$ cat src/rtl/word_narrower_if.sv
// Handshake bundle for word_narrower: 32-bit input stream, 16-bit output
// stream and the debug compression counter.
//
// Valid/ready rule for both streams: a beat transfers on a rising clock edge
// where valid and ready are both high. A source holds valid and its data
// steady until that edge. A sink may raise or lower ready freely.
interface word_narrower_if;
    logic        in_valid;
    logic        in_ready;
    logic [31:0] in_data;
    logic        out_valid;
    logic        out_ready;
    logic [15:0] out_data;
    logic        out_last;
    logic [15:0] comp_cnt;

    // Environment side: drives the producer inputs and the consumer ready.
    modport master (
        output in_valid,
        output in_data,
        output out_ready,
        input  in_ready,
        input  out_valid,
        input  out_data,
        input  out_last,
        input  comp_cnt
    );

    // Narrower side.
    modport slave (
        input  in_valid,
        input  in_data,
        input  out_ready,
        output in_ready,
        output out_valid,
        output out_data,
        output out_last,
        output comp_cnt
    );
endinterface

$ cat src/rtl/word_narrower.sv
// word_narrower: splits 32-bit words into 16-bit halfwords, low half first.
// With COMPRESS set, a word whose upper half is zero leaves as a single beat.
// Keeps a saturating count of single-beat words for debug.
module word_narrower #(
    parameter bit COMPRESS = 1'b1
) (
    input  logic               clk,
    input  logic               reset,
    word_narrower_if.slave     bus,
    output logic [1:0]         dbg_state_o
);

    localparam logic [1:0] S_EMPTY = 2'd0;
    localparam logic [1:0] S_LO    = 2'd1;
    localparam logic [1:0] S_HI    = 2'd2;

    logic [1:0]  state_q, state_d;
    logic [31:0] word_q,  word_d;
    logic [15:0] cnt_q,   cnt_d;

    logic        out_valid_w;
    logic [15:0] out_data_w;
    logic        out_last_w;
    logic        in_ready_w;
    logic        in_xfer;
    logic        out_xfer;

    // Output beat is a pure function of the state and the held word, so it
    // stays stable while the consumer stalls.
    always_comb begin
        out_valid_w = 1'b0;
        out_data_w  = 16'h0000;
        out_last_w  = 1'b0;
        case (state_q)
            S_LO: begin
                out_valid_w = 1'b1;
                out_data_w  = word_q[15:0];
                out_last_w  = COMPRESS && (word_q[31:16] == 16'h0000);
            end
            S_HI: begin
                out_valid_w = 1'b1;
                out_data_w  = word_q[31:16];
                out_last_w  = 1'b1;
            end
            default: begin
                out_valid_w = 1'b0;
                out_data_w  = 16'h0000;
                out_last_w  = 1'b0;
            end
        endcase
    end

    // Ready is taken combinationally from out_ready on the final beat so a
    // new word can follow the last beat of the previous one with no bubble.
    always_comb begin
        out_xfer   = out_valid_w & bus.out_ready;
        in_ready_w = !reset & ((state_q == S_EMPTY) | (out_xfer & out_last_w));
        in_xfer    = bus.in_valid & in_ready_w;
    end

    // Next-state, holding register and saturating counter.
    always_comb begin
        state_d = state_q;
        word_d  = word_q;
        cnt_d   = cnt_q;
        if (in_xfer) begin
            word_d = bus.in_data;
        end
        case (state_q)
            S_EMPTY: begin
                if (in_xfer) begin
                    state_d = S_LO;
                end
            end
            S_LO: begin
                if (out_xfer) begin
                    if (!out_last_w) begin
                        state_d = S_HI;
                    end else begin
                        state_d = in_xfer ? S_LO : S_EMPTY;
                        if (cnt_q != 16'hFFFF) begin
                            cnt_d = cnt_q + 16'd1;
                        end
                    end
                end
            end
            S_HI: begin
                if (out_xfer) begin
                    state_d = in_xfer ? S_LO : S_EMPTY;
                end
            end
            default: begin
                state_d = S_EMPTY;
            end
        endcase
    end

    // State registers; reset discards any pending halfwords at once.
    always_ff @(posedge clk or posedge reset) begin
        if (reset) begin
            state_q <= S_EMPTY;
            word_q  <= 32'h0000_0000;
            cnt_q   <= 16'h0000;
        end else begin
            state_q <= state_d;
            word_q  <= word_d;
            cnt_q   <= cnt_d;
        end
    end

    assign bus.in_ready  = in_ready_w;
    assign bus.out_valid = out_valid_w;
    assign bus.out_data  = out_data_w;
    assign bus.out_last  = out_last_w;
    assign bus.comp_cnt  = cnt_q;
    assign dbg_state_o   = state_q;

endmodule

$ cat src/flat_wrapper.sv
// flat-port wrapper written by rule: the top's interface ports become plain ports
module word_narrower_flat 
#(
    parameter bit COMPRESS = 1'b1
)
  (clk, reset, dbg_state_o, bus_in_valid, bus_in_data, bus_out_ready, bus_in_ready, bus_out_valid, bus_out_data, bus_out_last, bus_comp_cnt);
  word_narrower_if bus_i ();
  input  logic clk;
  input  logic reset;
  output logic [1:0] dbg_state_o;
  input wire logic [$bits(bus_i.in_valid)-1:0] bus_in_valid;
  input wire logic [$bits(bus_i.in_data)-1:0] bus_in_data;
  input wire logic [$bits(bus_i.out_ready)-1:0] bus_out_ready;
  output wire logic [$bits(bus_i.in_ready)-1:0] bus_in_ready;
  output wire logic [$bits(bus_i.out_valid)-1:0] bus_out_valid;
  output wire logic [$bits(bus_i.out_data)-1:0] bus_out_data;
  output wire logic [$bits(bus_i.out_last)-1:0] bus_out_last;
  output wire logic [$bits(bus_i.comp_cnt)-1:0] bus_comp_cnt;
  assign bus_i.in_valid = bus_in_valid;
  assign bus_i.in_data = bus_in_data;
  assign bus_i.out_ready = bus_out_ready;
  assign bus_in_ready = bus_i.in_ready;
  assign bus_out_valid = bus_i.out_valid;
  assign bus_out_data = bus_i.out_data;
  assign bus_out_last = bus_i.out_last;
  assign bus_comp_cnt = bus_i.comp_cnt;
  word_narrower #(.COMPRESS(COMPRESS)) u_core (.clk(clk), .reset(reset), .bus(bus_i), .dbg_state_o(dbg_state_o));
endmodule
$ cat config.mk
export PLATFORM = sky130hd
export DESIGN_NAME = word_narrower_flat
export DESIGN_NICKNAME = d
export VERILOG_FILES = /design/src/rtl/word_narrower_if.sv /design/src/rtl/word_narrower.sv /design/src/flat_wrapper.sv
export SDC_FILE = /design/constraint.sdc
export NUM_CORES = 1
export LEC_CHECK = 0
export BUFFER_PORTS_ARGS = -buffer_cell sky130_fd_sc_hd__buf_2
export CAP_MARGIN = 10
export CELL_PAD_IN_SITES_DETAIL_PLACEMENT = 0
export CELL_PAD_IN_SITES_GLOBAL_PLACEMENT = 1
export CORE_ASPECT_RATIO = 1.75
export CORE_MARGIN = 5
export CORE_UTILIZATION = 36
export DETAILED_ROUTE_END_ITERATION = 8
export GPL_TIMING_DRIVEN = 0
export MAX_ROUTING_LAYER = met4
export PLACE_DENSITY_LB_ADDON = 0.2
export SLEW_MARGIN = 40
export SYNTH_ARGS = -nofsm -noshare
export SYNTH_HDL_FRONTEND = slang
export SYNTH_SLANG_ARGS = --single-unit
$ cat constraint.sdc
create_clock -name clk -period 2.1 [get_ports clk]
set_clock_uncertainty 0.05 [all_clocks]
set_input_delay 0.63 -clock clk [delete_from_list [all_inputs] [get_ports clk]]
set_output_delay 0.63 -clock clk [all_outputs]
set_load 0.03 [all_outputs]
==> summary.txt, run 1 <==
Status
  – Status: complete, but fails checks
  – Violated checks: setup timing

Pwr
  – Max IR drop VDD: 0.0006318 V
  – P per Cell Area: 1451 mW/mm^2
  – PnR Total Power: 5768 uW
  – Lkg Pwr: 0.001794 uW

Finish
  – Final Core Density: 0.5840
  – Antenna diodes: 0
  – Layout Cells excl Fill: 409
  – Final Cell Area: 0.003975 mm^2
  – Final nets: 366
  – Area grow syn2layout: 60.86%
  – Layout cell share with drive strength beyond 1: 0.6462

STA
  – Fin crit share: 1.199
  – Final WS setup: -417.6 ps
  – Slew @ Worst Pin: 353.3 ps
  – Tmin final: 2518 ps
  – RSZ-0062 raised after global routing: true
  – Rel. slew slack: 0.7645
  – Fin. Hold Viols: 0
  – Final Max Tran Viols: 0
  – Sum Neg Setup Slack: -5602 ps
  – Setup violations, final: 19
  – Max frequency: 397.2 MHz

Setup path
  – Reg-to-Reg Start: u_core.dbg_state_o[0]$_DFFE_PP0P_
  – Worst setup EP type: primary output
  – WP data arrival: 1840 ps
  – WS Path Type: reg -> out
  – WP data required: 1420 ps
  – Crit-path cells: inv_4, ha_4, nor4b_4, nand3_2, o21ai_4, a31oi_4, nor2_2, buf_6
  – Slowest stage delay, CP: 420 ps
  – Startpoint Class: register
  – CP Launch Point: u_core.dbg_state_o[1]$_DFFE_PP0P_
  – Crit-path slowest cell: dfrtp_2
  – Worst Path Max Fanout: 3

Drt
  – Wire length per cell: 17.00 um
  – DR DRC count: 0
  – Initial DRT Pass Iterations: 4
  – Detailed Route Iter0 Violations: 101
  – ANT nets after route: 0
  – Routed WL: 6952 um
  – Via Count: 2082
  – Vias per cell: 5.090

Clock network
  – Clk root buf: clkbuf_16
  – Hold buffer count at cts: 0
  – CTS tree: done
  – Clock tree buffer depth: 2
  – Reg clk slew, reported paths: 70 ps
  – CTS Sinks: 50
  – TritonCTS Buffers: 5
  – Clk_lat worst skew: 290 ps
  – H-Tree Level Count: 2

Global route
  – Vias in the first global route: 2244
  – Initial antenna violation count: 0
  – First-pass GRT wire length: 10740 um
  – Largest net degree at the start of global routing: 20
  – Remaining Overflow, GRT: 0
  – GRT Overall Usage: 0.1657

Min path
  – HP Class: in -> async

Placement
  – Placed Area: 0.003251 mm^2
  – Inst Count DP: 368
  – Number of I/O port buffers: 72
  – Final HPWL from detailed placement: 4915 um
  – GPL Wtd Cong: 0.7971

Synthesis
  – Post-synth EDFFs: 0
  – Distinct cells, synth: 34
  – Sequential element share of the synthesized area: 0.5063
  – Async S/R FF share, synth: 1.000
  – #FFs+latches synth: 50
  – Synth Net Count: 251
  – Top cells by area, synth: dfrtp_1 (51%), mux2_2 (14%), xnor2_1 (5.0%), a22oi_1 (4.9%), nor2b_1 (4.1%)
  – Post-synthesis average cell area: 11.77 um^2
  – Cell taking the most area after synthesis: dfrtp_1
  – Yosys warning count: 0
  – Synthesized area: 0.002471 mm^2
  – Mapped Cells: 210
  – Commonest register cell after synthesis: dfrtp_1
  – Synth top area share: 0.5063

Floorplan
  – I/O pins: 73
  – # rows: 40
  – Starting Density: 0.3631
  – DIE HEIGHT: 119.6 um
  – Die ar.: 0.008687 mm^2
  – Die width: 72.63 um
  – Core box area: 0.006807 mm^2

Run
  – Max_cap viols: 0
[layer usage]
| layer | share of wire | vias up | track usage |
|---|---|---|---|
| li1 | - | 979 | - |
| met5 | 0 | - | - |
| met4 | 0.023 | 0 | 0.07506 |
| met2 | 0.59 | 58 | 0.2964 |
| met3 | 0.038 | 11 | 0.02682 |
| met1 | 0.35 | 1034 | 0.1726 |
[critical path: cells and delay by family (launching register included)]
kind                     cells  cell delay, ps
AO/OA/AOI/OAI                2             330
adder cells (fa/ha/maj)      1             140
AND/OR/NAND/NOR              3             470
flip-flops                   1             420
buffers and inverters        2             210
[flip-flops by register name, summed over array words and instances, names as in the netlist]
name,count
u_core.dbg_state_o,2
u_core.word_q,32
u_core.bus.comp_cnt,16
[logic make-up after synthesis]
family / after synthesis / synth area share
AND/OR/NAND/NOR: 64 / 0.1504
AO/OA/AOI/OAI: 27 / 0.08354
XOR/XNOR: 14 / 0.04962
multiplexers: 34 / 0.1549
flip-flops: 50 / 0.5063
adder cells (fa/ha/maj): 5 / 0.02532
buffers and inverters: 16 / 0.02987
[per-stage QoR]
stage               setup slack [ps]  hold slack, ps
detailed placement            -427.5           443.4
global route                  -527.0           353.1
floorplan                     -365.0           429.7
finish                        -417.6           342.9
CTS                           -420.2           340.7
global placement               -1000           435.7
[worst paths after layout]
| path | endpoint | slack [ps] | depth (start not counted) |
|---|---|---|---|
| min | u_core.word_q[29]$_DFFE_PP0P_ | 340 | 3 |
| max | bus_in_ready | -420 | 8 |
| min reg2reg | u_core.bus.comp_cnt[11]$_DFFE_PP0P_ | 450 | 1 |
| min in group clk | u_core.bus.comp_cnt[11]$_DFFE_PP0P_ | 450 | 1 |
| max reg2reg | u_core.bus.comp_cnt[15]$_DFFE_PP0P_ | -40 | 10 |
| max in group asynchronous | u_core.word_q[20]$_DFFE_PP0P_ | 1230 | 4 |
[area by class of cell]
type / instances / area, um^2
Multi-Input combinational cell: 144 / 1446
Buffer: 11 / 191.4
Inverter: 5 / 30.03
Clock inverter: 1 / 7.507
Clock buffer: 6 / 128.9
Sequential cell: 50 / 1254
Tap cell: 84 / 105.1
Timing Repair Buffer: 108 / 812.0
Fill cell: 629 / 2831
[layout by cell type, fill, tap and decap left out, types with 2 or more instances in the layout]
cell        Yosys  routed
buf_2           5      57
dfrtp_1        50      48
mux2_2         30      30
buf_6           1      25
buf_4           0      25
xnor2_1        14      14
a22oi_2         0      14
nor2b_4         0      12
nand3_1        12      11
clkbuf_16       0       9
nand4_1         6       6
nand2_1         6       5
nor2_1          7       5
buf_8           0       4
nor2b_2         0       4
nor4_2          1       3
mux2_1          4       3
and3_1          5       3
ha_4            0       3
and3_4          0       2
inv_1           5       2
and2_1          3       2
nand2_2         1       2
clkinvlp_4      0       2
o22ai_1         2       2
nor2_2          0       2
a22oi_1        16       2
ha_1            5       2
buf_16          0       2
dfrtp_2         0       2
[cells in the mapped netlist (2+ instances only)]
master,n
clkbuf_1,5
inv_1,5
mux2_2,30
nand4_1,6
nor2b_1,16
nor4_1,2
ha_1,5
nand3_1,12
a22oi_1,16
and2_1,3
nor2_1,7
mux2_1,4
a31oi_1,2
nand2_1,6
xnor2_1,14
buf_2,5
and3_1,5
o22ai_1,2
dfrtp_1,50
[where the power goes]
group          switching [uW]  total, uW  leakage [uW]  internal [uW]
Clock                     337        773     0.0000629            436
Combinational            1470       3390       0.00110           1920
Sequential                301       1610      0.000628           1310
[repair_timing]
item                       in CTS  in global routing
cloned                          3                  1
setup endpoints to repair      64                 65
setup buffers                  17                 13
resized for setup              44                 31
pin swaps                      10                 13
(Power assumes the default switching activity.)
==> run 2, diff against run 1 <==
--- a/config.mk
+++ b/config.mk
@@ -12,6 +12,7 @@
 export CORE_ASPECT_RATIO = 1.75
 export CORE_MARGIN = 5
 export CORE_UTILIZATION = 36
+export CTS_BUF_LIST = sky130_fd_sc_hd__clkbuf_8 sky130_fd_sc_hd__clkbuf_16
 export DETAILED_ROUTE_END_ITERATION = 8
 export GPL_TIMING_DRIVEN = 0
 export MAX_ROUTING_LAYER = met4
==> summary.txt, run 2 (synthesized netlist as in run 1, its figures left out) <==
Pwr
  – Clock power share: 0.133 (about the same)
  – P per Cell Area: 1450 mW/mm^2 (about the same)
  – Flop pwr share: 0.279 (about the same)
  – Power Internal: 3656 uW (-0.13%)
  – Lkg Pwr: 0.001798 uW (+0.23%)
  – Max IR drop VDD: 0.0006313 V (about the same)
  – Combinational power share: 0.587 (about the same)
  – P_sw: 2108 uW (about the same)
  – Switching Share: 0.3657 (+0.0003663)

Finish
  – Most frequent cells in the layout: buf_2 (57), dfrtp_1 (48), mux2_2 (30)
  – Filler instances: 629 (unchanged)
  – Area grow syn2layout: 60.86% (unchanged)
  – Layout cell share with drive strength beyond 1: 0.6462 (unchanged)
  – Biggest register: u_core.word_q
  – FF/Latch Area: 0.001254 mm^2 (unchanged)
  – Commonest non-fill, non-tap cell in the layout: buf_2
  – Number of flip-flops in the largest register: 32 (unchanged)
  – Layout Cells excl Fill: 409 (unchanged)
  – Final nets: 366 (unchanged)
  – Final Core Density: 0.5840 (unchanged)
  – Multi-input gate area: 0.001446 mm^2 (unchanged)
  – Antenna diodes: 0 (unchanged)

Placement
  – Dpl ws: -427.5 ps (unchanged)
  – Final HPWL from detailed placement: 4915 um (unchanged)
  – Number of I/O port buffers: 72 (unchanged)
  – Inst Count DP: 368 (unchanged)
  – GPL Wtd Cong: 0.7971 (unchanged)

Setup path
  – WP data arrival: 1840 ps (about the same)
  – R2R Path End: u_core.bus.comp_cnt[15]$_DFFE_PP0P_
  – R2R cell count: 10 (unchanged)
  – WP data required: 1420 ps (about the same)
  – Worst setup EP type: primary output
  – CP Launch Point: u_core.dbg_state_o[1]$_DFFE_PP0P_
  – Worst Path Max Fanout: 3 (unchanged)
  – Reg-to-Reg Start: u_core.dbg_state_o[0]$_DFFE_PP0P_
  – Startpoint Class: register
  – CP endpoint: bus_in_ready
  – WS Path Type: reg -> out
  – R2r setup slk: -40 ps (about the same)

Floorplan
  – Starting Density: 0.3631 (unchanged)
  – DIE HEIGHT: 119.6 um (unchanged)
  – Die ar.: 0.008687 mm^2 (unchanged)
  – I/O pins: 73 (unchanged)
  – # rows: 40 (unchanged)
  – Die width: 72.63 um (unchanged)
  – Core box area: 0.006807 mm^2 (unchanged)

STA
  – Tmin final: 2518 ps (-0.05700 ps)
  – RSZ-0062 raised after global routing: true
  – Setup violations, final: 19 (unchanged)
  – Final WS setup: -417.5 ps (+0.05700 ps)
  – Max frequency: 397.2 MHz (about the same)
  – Final hold slack: 342.4 ps (-0.4900 ps)
  – Final Max Tran Viols: 0 (unchanged)
  – Slew @ Worst Pin: 353.3 ps (+0.0001192 ps)
  – Sum Neg Setup Slack: -5611 ps (-8.440 ps)
  – Fin. Hold Viols: 0 (unchanged)
  – Rel. slew slack: 0.7645 (unchanged)
  – Fin crit share: 1.199 (about the same)

Drt
  – Via Count: 2085 (+0.14%)
  – ANT nets after route: 0 (unchanged)
  – DR DRC count: 0 (unchanged)
  – Detailed Route Iter0 Violations: 101 (unchanged)
  – Wire length per cell: 16.99 um (about the same)
  – Routed WL: 6947 um (about the same)
  – Vias per cell: 5.098 (+0.14%)
  – Initial DRT Pass Iterations: 4 (unchanged)

Clock network
  – Clk_lat worst skew: 290 ps (about the same)
  – Hold buffer count at cts: 0 (unchanged)
  – TritonCTS Buffers: 5 (unchanged)
  – CTS Sinks: 50 (unchanged)
  – Clk root buf: clkbuf_16
  – Reg clk slew, reported paths: 70 ps (about the same)
  – Clock tree buffer depth: 2 (unchanged)
  – H-Tree Level Count: 2 (unchanged)
  – CTS tree: done

Status
  – Status: complete, but fails checks
  – Violated checks: setup timing

Global route
  – Vias in the first global route: 2244 (unchanged)
  – First-pass GRT wire length: 10740 um (unchanged)
  – Largest net degree at the start of global routing: 20 (unchanged)
  – Remaining Overflow, GRT: 0 (unchanged)
  – Initial antenna violation count: 0 (unchanged)
  – GRT Overall Usage: 0.1657 (unchanged)

Run
  – Max_cap viols: 0 (unchanged)

Min path
  – HP Class: in -> async
## run 2: cell types whose count changed in the layout (fill, tap and decap cells not counted)
cell      change
clkbuf_1      -1
inv_1         +1
## run 2: metrics by stage
stage	cell area (um^2)	total power, uW
after global routing	3975	6078
final	3975	5764
after global placement	3196	3887
after floorplan	2730	3385
after detailed placement	3251	3933
after CTS	3746	5377
## run 2: metal layers
| metal | share of wire | up-vias | wire [um] | track usage |
|---|---|---|---|---|
| met2 | 0.59 | 62 | 4082 | 0.2964 |
| met1 | 0.35 | 1033 | 2427 | 0.1726 |
| met5 | 0 | - | 0 | - |
| met3 | 0.040 | 11 | 275 | 0.02682 |
| met4 | 0.023 | 0 | 161 | 0.07506 |
| li1 | - | 979 | - | - |
## run 2: worst max-delay path: stages (launching register included)
cell and delay [ps]:
dfrtp_2 420, inv_4 70, ha_4 140, nor4b_4 220, nand3_2 140, o21ai_4 220, a31oi_4 110, nor2_2 110
buf_6 140
## run 2: worst min path at each step
| stage | from | endpoint | slack [ps] | depth (start not counted) |
|---|---|---|---|---|
| floorplan | u_core.word_q[10]$_DFFE_PP0P_ | u_core.word_q[10]$_DFFE_PP0P_ | 430 | 1 |
| global placement | u_core.bus.comp_cnt[11]$_DFFE_PP0P_ | u_core.bus.comp_cnt[11]$_DFFE_PP0P_ | 440 | 1 |
| detailed placement | u_core.bus.comp_cnt[11]$_DFFE_PP0P_ | u_core.bus.comp_cnt[11]$_DFFE_PP0P_ | 440 | 1 |
| CTS | reset | u_core.word_q[18]$_DFFE_PP0P_ | 340 | 3 |
| global route | reset | u_core.word_q[18]$_DFFE_PP0P_ | 350 | 3 |
| finish | reset | u_core.word_q[29]$_DFFE_PP0P_ | 340 | 3 |
## run 2: layout make-up
class | count | area share
multi-input cells | 144 | 0.3639
inverters | 5 | 0.007554
plain buffers | 11 | 0.04816
clock buffers | 5 | 0.03148
flip-flops and latches | 50 | 0.3154
clock inverters | 2 | 0.002833
repair buffers | 108 | 0.2043
well taps | 84 | 0.02644
## run 2: repair_timing
item,4_1_cts,5_1_grt
setup buffers,17,13
endpoints found under the setup margin,64,65
pin swaps,10,13
resized for setup,44,31
cloned,3,1
## run 2: power by group through the flow
stage                     logic, uW  registers (uW)  clock network, uW
after floorplan                1810            1580                  0
after global placement         2290            1590                  0
after detailed placement       2330            1600                  0
after CTS                      2990            1600                789
after global routing           3600            1650                825
final                          3390            1610                768
